`src/rtl/mem_bus_arbiter_pkg.sv`:
```
// Shared constants and encodings for the memory/IO bus arbiter and its decoder.
package mem_bus_arbiter_pkg;

  // Default address map, inclusive bounds.
  localparam logic [31:0] USER_START = 32'h0000_0000;
  localparam logic [31:0] USER_END   = 32'h0000_0FFF;
  localparam logic [31:0] IO_START   = 32'h0000_1000;
  localparam logic [31:0] IO_END     = 32'h0000_1027;

  // Width of the wait-state counter; IO_WAIT is limited to 0..15.
  localparam int unsigned CntW = 4;

  typedef enum logic [1:0] {
    RegRam,
    RegIo,
    RegNone
  } region_e;

  typedef enum logic [1:0] {
    StIdle,
    StAccess,
    StResp
  } state_e;

endpackage

```
`src/rtl/mem_bus_arbiter_region_decode.sv`:
```
// Combinational address-to-region classifier (RAM, IO or unmapped).
module region_decode #(
  parameter logic [31:0] USER_START = mem_bus_arbiter_pkg::USER_START,
  parameter logic [31:0] USER_END   = mem_bus_arbiter_pkg::USER_END,
  parameter logic [31:0] IO_START   = mem_bus_arbiter_pkg::IO_START,
  parameter logic [31:0] IO_END     = mem_bus_arbiter_pkg::IO_END
) (
  input  logic [31:0]                  addr_i,
  output mem_bus_arbiter_pkg::region_e region_o
);
  import mem_bus_arbiter_pkg::*;

  // Offset-from-base form gives an inclusive unsigned range check with a single compare
  // (assumes END >= START for each region).
  logic [31:0] user_off, io_off;
  assign user_off = addr_i - USER_START;
  assign io_off   = addr_i - IO_START;

  // Classify; RAM is checked first should the regions ever overlap.
  always_comb begin
    region_o = RegNone;
    if (user_off <= (USER_END - USER_START)) begin
      region_o = RegRam;
    end else if (io_off <= (IO_END - IO_START)) begin
      region_o = RegIo;
    end
  end

endmodule

```
`src/rtl/mem_bus_arbiter.sv`:
```
// Two-master arbiter for the shared memory/IO bus with region-dependent wait states.
// Optional feature: define ARB_RR_EN for round-robin arbitration; otherwise master 0 has
// fixed priority.
module mem_bus_arbiter #(
  parameter int unsigned IO_WAIT    = 2,
  parameter logic [31:0] USER_START = mem_bus_arbiter_pkg::USER_START,
  parameter logic [31:0] USER_END   = mem_bus_arbiter_pkg::USER_END,
  parameter logic [31:0] IO_START   = mem_bus_arbiter_pkg::IO_START,
  parameter logic [31:0] IO_END     = mem_bus_arbiter_pkg::IO_END
) (
  input  logic        clk,
  input  logic        rst_n,
  input  logic        m0_req,
  input  logic        m0_we,
  input  logic [31:0] m0_addr,
  input  logic [31:0] m0_wdata,
  output logic        m0_ack,
  output logic [31:0] m0_rdata,
  output logic        m0_err,
  input  logic        m1_req,
  input  logic        m1_we,
  input  logic [31:0] m1_addr,
  input  logic [31:0] m1_wdata,
  output logic        m1_ack,
  output logic [31:0] m1_rdata,
  output logic        m1_err,
  output logic        memCe,
  output logic        memWr,
  output logic [31:0] memAddr,
  output logic [31:0] wtData,
  input  logic [31:0] rdData
);
  import mem_bus_arbiter_pkg::*;

  localparam logic [CntW-1:0] IoWaitCnt = CntW'(IO_WAIT);

  state_e          state_q, state_d;
  region_e         region_q, region_d, sel_region;
  logic            owner_q, owner_d;
  logic            we_q, we_d;
  logic [CntW-1:0] cnt_q, cnt_d;
  logic            mem_ce_q, mem_ce_d, mem_wr_q, mem_wr_d;
  logic [31:0]     mem_addr_q, mem_addr_d, wt_data_q, wt_data_d;
  logic            ack0_q, ack0_d, ack1_q, ack1_d;
  logic            err0_q, err0_d, err1_q, err1_d;
  logic [31:0]     rdata0_q, rdata0_d, rdata1_q, rdata1_d;

  logic            any_req, grant;
  logic            sel_we;
  logic [31:0]     sel_addr, sel_wdata, cap_data;

  assign any_req = m0_req | m1_req;

`ifdef ARB_RR_EN
  // Last-granted pointer: 1 means master 1 was granted last.
  logic last_q, last_d;

  // On contention grant the master that was not granted last.
  always_comb begin
    if (m0_req && m1_req) begin
      grant = ~last_q;
    end else begin
      grant = m1_req;
    end
    last_d = (state_q == StIdle && any_req) ? grant : last_q;
  end

  // Pointer resets to master 1 so master 0 wins the first contention.
  always_ff @(posedge clk or negedge rst_n) begin
    if (!rst_n) begin
      last_q <= 1'b1;
    end else begin
      last_q <= last_d;
    end
  end
`else
  // Fixed priority: master 1 only gets the bus when master 0 is not requesting.
  assign grant = ~m0_req;
`endif

  assign sel_we    = grant ? m1_we    : m0_we;
  assign sel_addr  = grant ? m1_addr  : m0_addr;
  assign sel_wdata = grant ? m1_wdata : m0_wdata;

  region_decode #(
    .USER_START (USER_START),
    .USER_END   (USER_END),
    .IO_START   (IO_START),
    .IO_END     (IO_END)
  ) u_region_decode (
    .addr_i   (sel_addr),
    .region_o (sel_region)
  );

  // Writes and unmapped accesses return zero read data.
  assign cap_data = (!we_q && region_q != RegNone) ? rdData : 32'h0;

  // Next-state logic; all outputs are computed one cycle ahead and registered.
  always_comb begin
    state_d    = state_q;
    region_d   = region_q;
    owner_d    = owner_q;
    we_d       = we_q;
    cnt_d      = cnt_q;
    mem_ce_d   = mem_ce_q;
    mem_wr_d   = mem_wr_q;
    mem_addr_d = mem_addr_q;
    wt_data_d  = wt_data_q;
    ack0_d     = 1'b0;
    ack1_d     = 1'b0;
    err0_d     = 1'b0;
    err1_d     = 1'b0;
    rdata0_d   = rdata0_q;
    rdata1_d   = rdata1_q;

    case (state_q)
      StIdle: begin
        mem_ce_d   = 1'b0;
        mem_wr_d   = 1'b0;
        mem_addr_d = 32'h0;
        wt_data_d  = 32'h0;
        if (any_req) begin
          owner_d  = grant;
          we_d     = sel_we;
          region_d = sel_region;
          cnt_d    = (sel_region == RegIo) ? IoWaitCnt : '0;
          // Unmapped addresses never touch the bus.
          if (sel_region != RegNone) begin
            mem_ce_d   = 1'b1;
            mem_wr_d   = sel_we;
            mem_addr_d = sel_addr;
            wt_data_d  = sel_wdata;
          end
          state_d = StAccess;
        end
      end
      StAccess: begin
        if (cnt_q == '0) begin
          mem_ce_d   = 1'b0;
          mem_wr_d   = 1'b0;
          mem_addr_d = 32'h0;
          wt_data_d  = 32'h0;
          if (owner_q) begin
            ack1_d   = 1'b1;
            err1_d   = (region_q == RegNone);
            rdata1_d = cap_data;
          end else begin
            ack0_d   = 1'b1;
            err0_d   = (region_q == RegNone);
            rdata0_d = cap_data;
          end
          state_d = StResp;
        end else begin
          cnt_d = cnt_q - 1'b1;
        end
      end
      StResp: begin
        state_d = StIdle;
      end
      default: begin
        state_d = StIdle;
      end
    endcase
  end

  // State and registered outputs; reset abandons any transfer in flight.
  always_ff @(posedge clk or negedge rst_n) begin
    if (!rst_n) begin
      state_q    <= StIdle;
      region_q   <= RegNone;
      owner_q    <= 1'b0;
      we_q       <= 1'b0;
      cnt_q      <= '0;
      mem_ce_q   <= 1'b0;
      mem_wr_q   <= 1'b0;
      mem_addr_q <= 32'h0;
      wt_data_q  <= 32'h0;
      ack0_q     <= 1'b0;
      ack1_q     <= 1'b0;
      err0_q     <= 1'b0;
      err1_q     <= 1'b0;
      rdata0_q   <= 32'h0;
      rdata1_q   <= 32'h0;
    end else begin
      state_q    <= state_d;
      region_q   <= region_d;
      owner_q    <= owner_d;
      we_q       <= we_d;
      cnt_q      <= cnt_d;
      mem_ce_q   <= mem_ce_d;
      mem_wr_q   <= mem_wr_d;
      mem_addr_q <= mem_addr_d;
      wt_data_q  <= wt_data_d;
      ack0_q     <= ack0_d;
      ack1_q     <= ack1_d;
      err0_q     <= err0_d;
      err1_q     <= err1_d;
      rdata0_q   <= rdata0_d;
      rdata1_q   <= rdata1_d;
    end
  end

  assign memCe    = mem_ce_q;
  assign memWr    = mem_wr_q;
  assign memAddr  = mem_addr_q;
  assign wtData   = wt_data_q;
  assign m0_ack   = ack0_q;
  assign m1_ack   = ack1_q;
  assign m0_err   = err0_q;
  assign m1_err   = err1_q;
  assign m0_rdata = rdata0_q;
  assign m1_rdata = rdata1_q;

endmodule

```
`config.mk`:
```
export PLATFORM = sky130hd
export DESIGN_NAME = mem_bus_arbiter
export DESIGN_NICKNAME = d
export VERILOG_FILES = /design/src/rtl/mem_bus_arbiter_pkg.sv /design/src/rtl/mem_bus_arbiter_region_decode.sv /design/src/rtl/mem_bus_arbiter.sv
export SDC_FILE = /design/constraint.sdc
export NUM_CORES = 1
export LEC_CHECK = 0
export CAP_MARGIN = 30
export CORE_AREA = 2 2 129 131
export DETAILED_ROUTE_END_ITERATION = 10
export DIE_AREA = 0 0 131 133
export GPL_TIMING_DRIVEN = 0
export PLACE_DENSITY = 0.77
export SYNTH_ARGS = -nofsm -noshare
export SYNTH_HDL_FRONTEND = slang
export SYNTH_SLANG_ARGS = --single-unit
export TNS_END_PERCENT = 30
```
`constraint.sdc`:
```
create_clock -name clk -period 2.27 [get_ports clk]
set_input_delay 0.227 -clock clk [delete_from_list [all_inputs] [get_ports clk]]
set_output_delay 0.227 -clock clk [all_outputs]
set_load 0.03 [all_outputs]
```
## After elaboration in Yosys (flattened, before gate mapping)

Index checks and enable logic that the tools add are counted.

| cells by class | value |
|---|---|
| bitwise operators | 3 |
| add/sub/neg operators | 2 |
| reduce and logical (&&, ||, !) cells | 11 |
| equality and inequality tests | 8 |
| magnitude comparators | 2 |
| muxes and demuxes | 39 |

Operators by type and width:

| cell | number |
|---|---|
| $mux W32 | 8 |
| $pmux W32 S2 | 2 |
| $le A32 B12 Y1 const B | 1 |
| $le A32 B6 Y1 const B | 1 |
| $sub A32 B13 Y32 const B | 1 |
| $mux W1 | 18 |
| $mux W2 | 5 |
| $ne A2 B2 Y1 const B | 5 |
| $reduce_and A3 Y1 | 3 |
| $mux W4 | 2 |
| $pmux W4 S2 | 1 |
| $reduce_and A2 Y1 | 3 |
| $eq A2 B1 Y1 const B | 2 |
| $logic_not A4 Y1 | 1 |
| $pmux W1 S2 | 2 |
| $pmux W2 S2 | 1 |
| $sub A4 B1 Y4 const B | 1 |
| $eq A2 B2 Y1 const B | 1 |
| $logic_not A2 Y1 | 1 |
| $not A1 Y1 | 2 |
| $reduce_bool A2 Y1 | 1 |
| $logic_and A1 B1 Y1 | 1 |
| $logic_not A1 Y1 | 1 |
| $or A1 B1 Y1 | 1 |

| word-level totals | value |
|---|---|
| register bits after elaboration | 144 |
| output and inout bits | 134 |
| input port bits | 166 |
| word-level logic and storage cells | 80 |

## Longest topological paths before layout

| logic depth | value |
|---|---|
| depth after elaboration | 9 |
| gate-level depth with buffers | 10 |
| mapped depth without buffers | 7 |

## Modules after synthesis

A second synthesis with hierarchy kept.

| second synthesis, totals | value |
|---|---|
| cells, all modules | 473 |
| area, all modules | 6454.9 um^2 |

By module, submodules not included:

| module | times used | area each (um^2) | sequential area each (um^2) | cells each |
|---|---|---|---|---|
| mem_bus_arbiter | 1 | 6307.3 | 3604.7 | 451 |
| region_decode | 1 | 147.6 | 0.0 | 22 |

## Worst setup path after synthesis

Ideal clock, no wire load.

| path | value |
|---|---|
| path type | input to register |
| from | input port m0_req |
| to | register mem_addr_q[0], in the netlist memAddr[0] |
| required time | 2143 ps |
| arrival | 2090 ps |
| buffers on the path | 5 |
| library setup time | 127 ps |
| stages | 8 |
| path slack | 54 ps |
| cell sequence | buf_6 > buf_2 > clkbuf_1 > buf_1 > clkbuf_1 > mux2_2 > a32oi_1 > o21ai_1 |

| between the ends | value |
|---|---|
| word-level cells in the longest chain between the ends | 9 |
| elaborated cells between the ends (all ways) | 11 |
| classes of those cells | add/sub (1); order compare (2); eq/ne (1); mux (6); bitwise (1) |

Ends and longest elaborated chain:

| what | RTL line | text |
|---|---|---|
| start: declaration | mem_bus_arbiter.sv:13 | `input logic m0_req,` |
| $mux W32 | mem_bus_arbiter.sv:82 | `assign sel_addr = grant ? m1_addr : m0_addr;` |
| $sub A32 B13 Y32 | mem_bus_arbiter_region_decode.sv:17 | `assign io_off = addr_i - IO_START;` |
| $le A32 B6 Y1 | mem_bus_arbiter_region_decode.sv:24 | `end else if (io_off <= (IO_END - IO_START)) begin` |
| $mux W2 | mem_bus_arbiter_region_decode.sv:24 |  |
| $mux W2 | mem_bus_arbiter_region_decode.sv:22 | `if (user_off <= (USER_END - USER_START)) begin` |
| $ne A2 B2 Y1 | mem_bus_arbiter.sv:128 | `if (sel_region != RegNone) begin` |
| $mux W32 | mem_bus_arbiter.sv:128 |  |
| $mux W32 * | mem_bus_arbiter.sv:122 | `if (any_req) begin` |
| $pmux W32 S2 * | mem_bus_arbiter.sv:116 | `case (state_q)` |
| end signal: assignment | mem_bus_arbiter.sv:192 | `mem_addr_q <= mem_addr_d;` |
| end: declaration | mem_bus_arbiter.sv:43 | `logic [31:0] mem_addr_q, mem_addr_d, wt_data_q, wt_data_d;` |

Every way passes the cells marked *; elsewhere a longest branch is shown, timed or not.
A chain may end at the register's enable or synchronous reset.

## Worst setup path after layout

| path | value |
|---|---|
| from | input port m1_addr[14] |
| to | register wt_data_q[27], in the netlist wtData[27] |

| between the ends | value |
|---|---|
| word-level cells in the longest chain between the ends | 9 |
| elaborated cells between the ends (all ways) | 10 |
| classes of those cells | add/sub (1); order compare (2); eq/ne (1); mux (6) |

Ends and longest elaborated chain:

| what | RTL line | text |
|---|---|---|
| start: declaration | mem_bus_arbiter.sv:22 | `input logic [31:0] m1_addr,` |
| $mux W32 * | mem_bus_arbiter.sv:82 |  |
| $sub A32 B13 Y32 | mem_bus_arbiter_region_decode.sv:17 |  |
| $le A32 B6 Y1 | mem_bus_arbiter_region_decode.sv:24 |  |
| $mux W2 | mem_bus_arbiter_region_decode.sv:24 |  |
| $mux W2 * | mem_bus_arbiter_region_decode.sv:22 |  |
| $ne A2 B2 Y1 * | mem_bus_arbiter.sv:128 |  |
| $mux W32 * | mem_bus_arbiter.sv:128 |  |
| $mux W32 * | mem_bus_arbiter.sv:122 |  |
| $pmux W32 S2 * | mem_bus_arbiter.sv:116 |  |
| end signal: assignment | mem_bus_arbiter.sv:193 | `wt_data_q <= wt_data_d;` |
| end: declaration | mem_bus_arbiter.sv:43 |  |

Marks and branches as above.

==> results.cfg <==
[run_status]
status = complete, no violations

[grt]
grt_antenna_before_repair = 0
grt_max_degree = 83
track_usage_pct = 25.9
grt_pass1_vias = 6589
grt_overflow = 0
grt_pass1_wl_um = 34700

[synth]
syn_inst = 663
synth_top_area_share_pct = 53.9
synth_seq_area_share_pct = 54.3
synth_most_common_cell = nand2_1
yosysTopAreaCell = dfrtp_1
synthesis.nets = 831
synth_area_leaders = dfrtp_1, nand2_1, mux2_2
synthArstFlopShare_pct = 100
yosysWarnings = 0
synthDistinctLibCells = 49
synth-seq-cells = 144
synth_edf_count = 0
synth_ff_type = dfrtp_1
synthTopCellsByCount = nand2_1, dfrtp_1, o21ai_0
syn_area_um2 = 6640
avgSynthCellArea_um2 = 10.0

[critical_path]
r2r_slack_ps = 120
required_ps = 2610
endpoint_kind = register
criticalPathCategory = in2reg
arrival_ps = 2570
reg2reg_from = state_q[1]$_DFFE_PN0P_
cpPeakStageDelay_ps = 610
r2r-end = wtData[28]$_DFFE_PN0P_
crit_slowest_cell = or4_1
crit_family = simple AND/OR/NAND/NOR gates
critical_path_buf_inv_count = 3
path_max_fanout = 8
crit_chain = clkdlybuf4s50_1, or4_1, o22ai_4, nand3_2, mux2i_4, nand4b_4, buf_12, buf_4, o21ai_1
startpoint_type = primary input
rr_worst_depth = 6

[clock_tree]
clockBufferDepth = 2
clock_latency_ps = 420
clock-sinks = 144
htreeDepth = 4
path_clk_slew_ps = 60
numCtsBuffers = 17
cts-root-buf = clkbuf_16
cts_tree = yes

[timing]
setup_tns_ps = 0
setup_violations = 0
final_max_slew_viol_count = 0
period_share_pct = 98.3
hold_viol_final = 0
holdWs_ps = 377
fmax_mhz = 448
worst_pin_slew_ps = 762
finalClockSkew_ps = 11.1
slew_headroom_pct = 49.2
layout_min_cycle_time_ps = 2230

[flow_run]
maxCapViolations = 0

[die]
dieWidth_um = 131
die_area_um2 = 17400
coreArea_um2 = 16200
start_util_pct = 41.1
die_h_um = 133
rows = 47
boundaryPins = 300

[detailed_routing]
detail-route-antenna-nets = 0
wl_um = 23100
drt_iter0_drc = 373
via_count = 6461
vias_per_cell = 5.27
wl_per_cell_um = 18.9
dr.pass1.iters = 5
drc = 0

[place]
routabilityCongestion = 0.950
hpwl_um = 16800
portBuffers = 298

[pwr]
total_power_uw = 10600
p_per_area_nw_per_um2 = 976
p_leak_uw = 0.00458
max-vdd-ir-drop_mv = 0.823

[worst_hold_path]
whs_endpoint = m0_rdata[10]$_DFFE_PN0P_
worstHoldPathCells = 3
hold_path_class = in2reg
hold_start = rdData[10]

[final_layout]
drive_gt1_share_pct = 12.6
fillers = 1292
final_net_count = 1160
multiInputGateArea_um2 = 2920
area_delta_synth_final_pct = 63.0
diodes = 0
fin_util_pct = 66.9
seq_area_um2 = 3600
[routing by layer]
metal  vias up  part of all wire [%]  track usage, %
li1       3025                     -               -
met4         0                   3.3            10.6
met5         -                     0               0
met1      3084                    38            30.1
met2       305                    48            42.1
met3        47                    11            10.7
[cells by family after synthesis]
logic type | share of synthesized area, %
DFF | 54.3
and+or+nand+nor | 14.8
buffers and inverters | 3.71
muxes | 8.37
adders and majority gates | 0.678
AOI/OAI and AO/OA | 17.5
xor gates and xnor gates | 0.660
[worst min-delay path: cells and delay by family]
family / cells / cell delay [ps]
buf+inv: 1 / 390
simple gates: 1 / 70
compound gates: 1 / 70
[final cells by class]
cell class | instances | share of cell area (%)
timing repair buffer | 310 | 29.2
clock buffer | 23 | 4.32
sequential | 144 | 33.3
clock inverter | 9 | 1.01
inverter | 6 | 0.208
multi-input combinational | 462 | 27.0
buffer | 51 | 2.40
tap | 220 | 2.54
[flip-flops by register name (all words and copies together), names as in the netlist]
| name | count |
|---|---|
| m0_rdata | 32 |
| m0_ack | 1 |
| m1_err | 1 |
| memWr | 1 |
| memAddr | 32 |
| m1_rdata | 32 |
| cnt_q | 4 |
| wtData | 32 |
| owner_q | 1 |
| memCe | 1 |
| region_q | 2 |
| m0_err | 1 |
| we_q | 1 |
| m1_ack | 1 |
| state_q | 2 |
[power breakdown]
part | switching, µW | total, µW | internal [µW]
sequential | 341 | 3480 | 3140
clock | 1060 | 2730 | 1680
combinational | 2720 | 4340 | 1630
[worst max-delay path by stage]
stage                startpoint                endpoint  slack, ps  cells after the start
CTS                 m0_addr[21]  wtData[11]$_DFFE_PN0P_         10                      8
floorplan                m0_req  memAddr[0]$_DFFE_PN0P_         50                      8
detailed placement       m0_req  memAddr[0]$_DFFE_PN0P_       -670                      8
global placement          rst_n  wtData[17]$_DFFE_PN0P_      -4850                      1
global route             m0_req  wtData[28]$_DFFE_PN0P_        -50                      8
finish              m1_addr[14]  wtData[27]$_DFFE_PN0P_         40                      9
[stage by stage]
| step | setup slack (ps) | instance area (µm²) | instances |
|---|---|---|---|
| 5_1_grt | -47.3 | 10800 | 1225 |
| 4_1_cts | 10.8 | 10600 | 1218 |
| 2_1_floorplan | 53.6 | 6640 | 663 |
| 3_3_place_gp | -4850 | 9900 | 1181 |
| 3_5_place_dp | -674 | 9930 | 1182 |
| 6_report | 39.1 | 10800 | 1225 |
[placed cells by master, fill, tap and decap left out, types with 3 or more instances in the layout]
cell type,count
dlymetal6s2s_1,9
buf_6,8
a32oi_1,40
a21oi_1,9
nor2b_1,3
clkdlybuf4s50_1,288
o21ai_2,10
nor3_1,7
clkinv_4,3
mux2_2,44
a32o_1,6
mux2i_1,5
o21ai_0,73
nand2_1,145
dfrtp_1,143
clkbuf_2,6
nand2b_1,3
nor4_1,4
clkinv_2,3
buf_2,4
buf_1,3
o21ai_1,31
inv_1,6
nor2_1,15
buf_4,8
clkbuf_1,33
and2_1,19
nand3_1,4
clkbuf_16,18
xor2_1,3
[what timing repair did]
| item | 4_1_cts | 5_1_grt |
|---|---|---|
| endpoints found under the hold margin | 81 | 0 |
| hold buffers | 1 | 0 |
| pin swaps | 2 | 5 |
| setup buffers | 3 | 3 |
| gates cloned | 0 | 5 |
| setup endpoints to repair | 114 | 114 |
| resized for setup | 8 | 55 |
No activity file was read; power rests on OpenSTA's default activity.
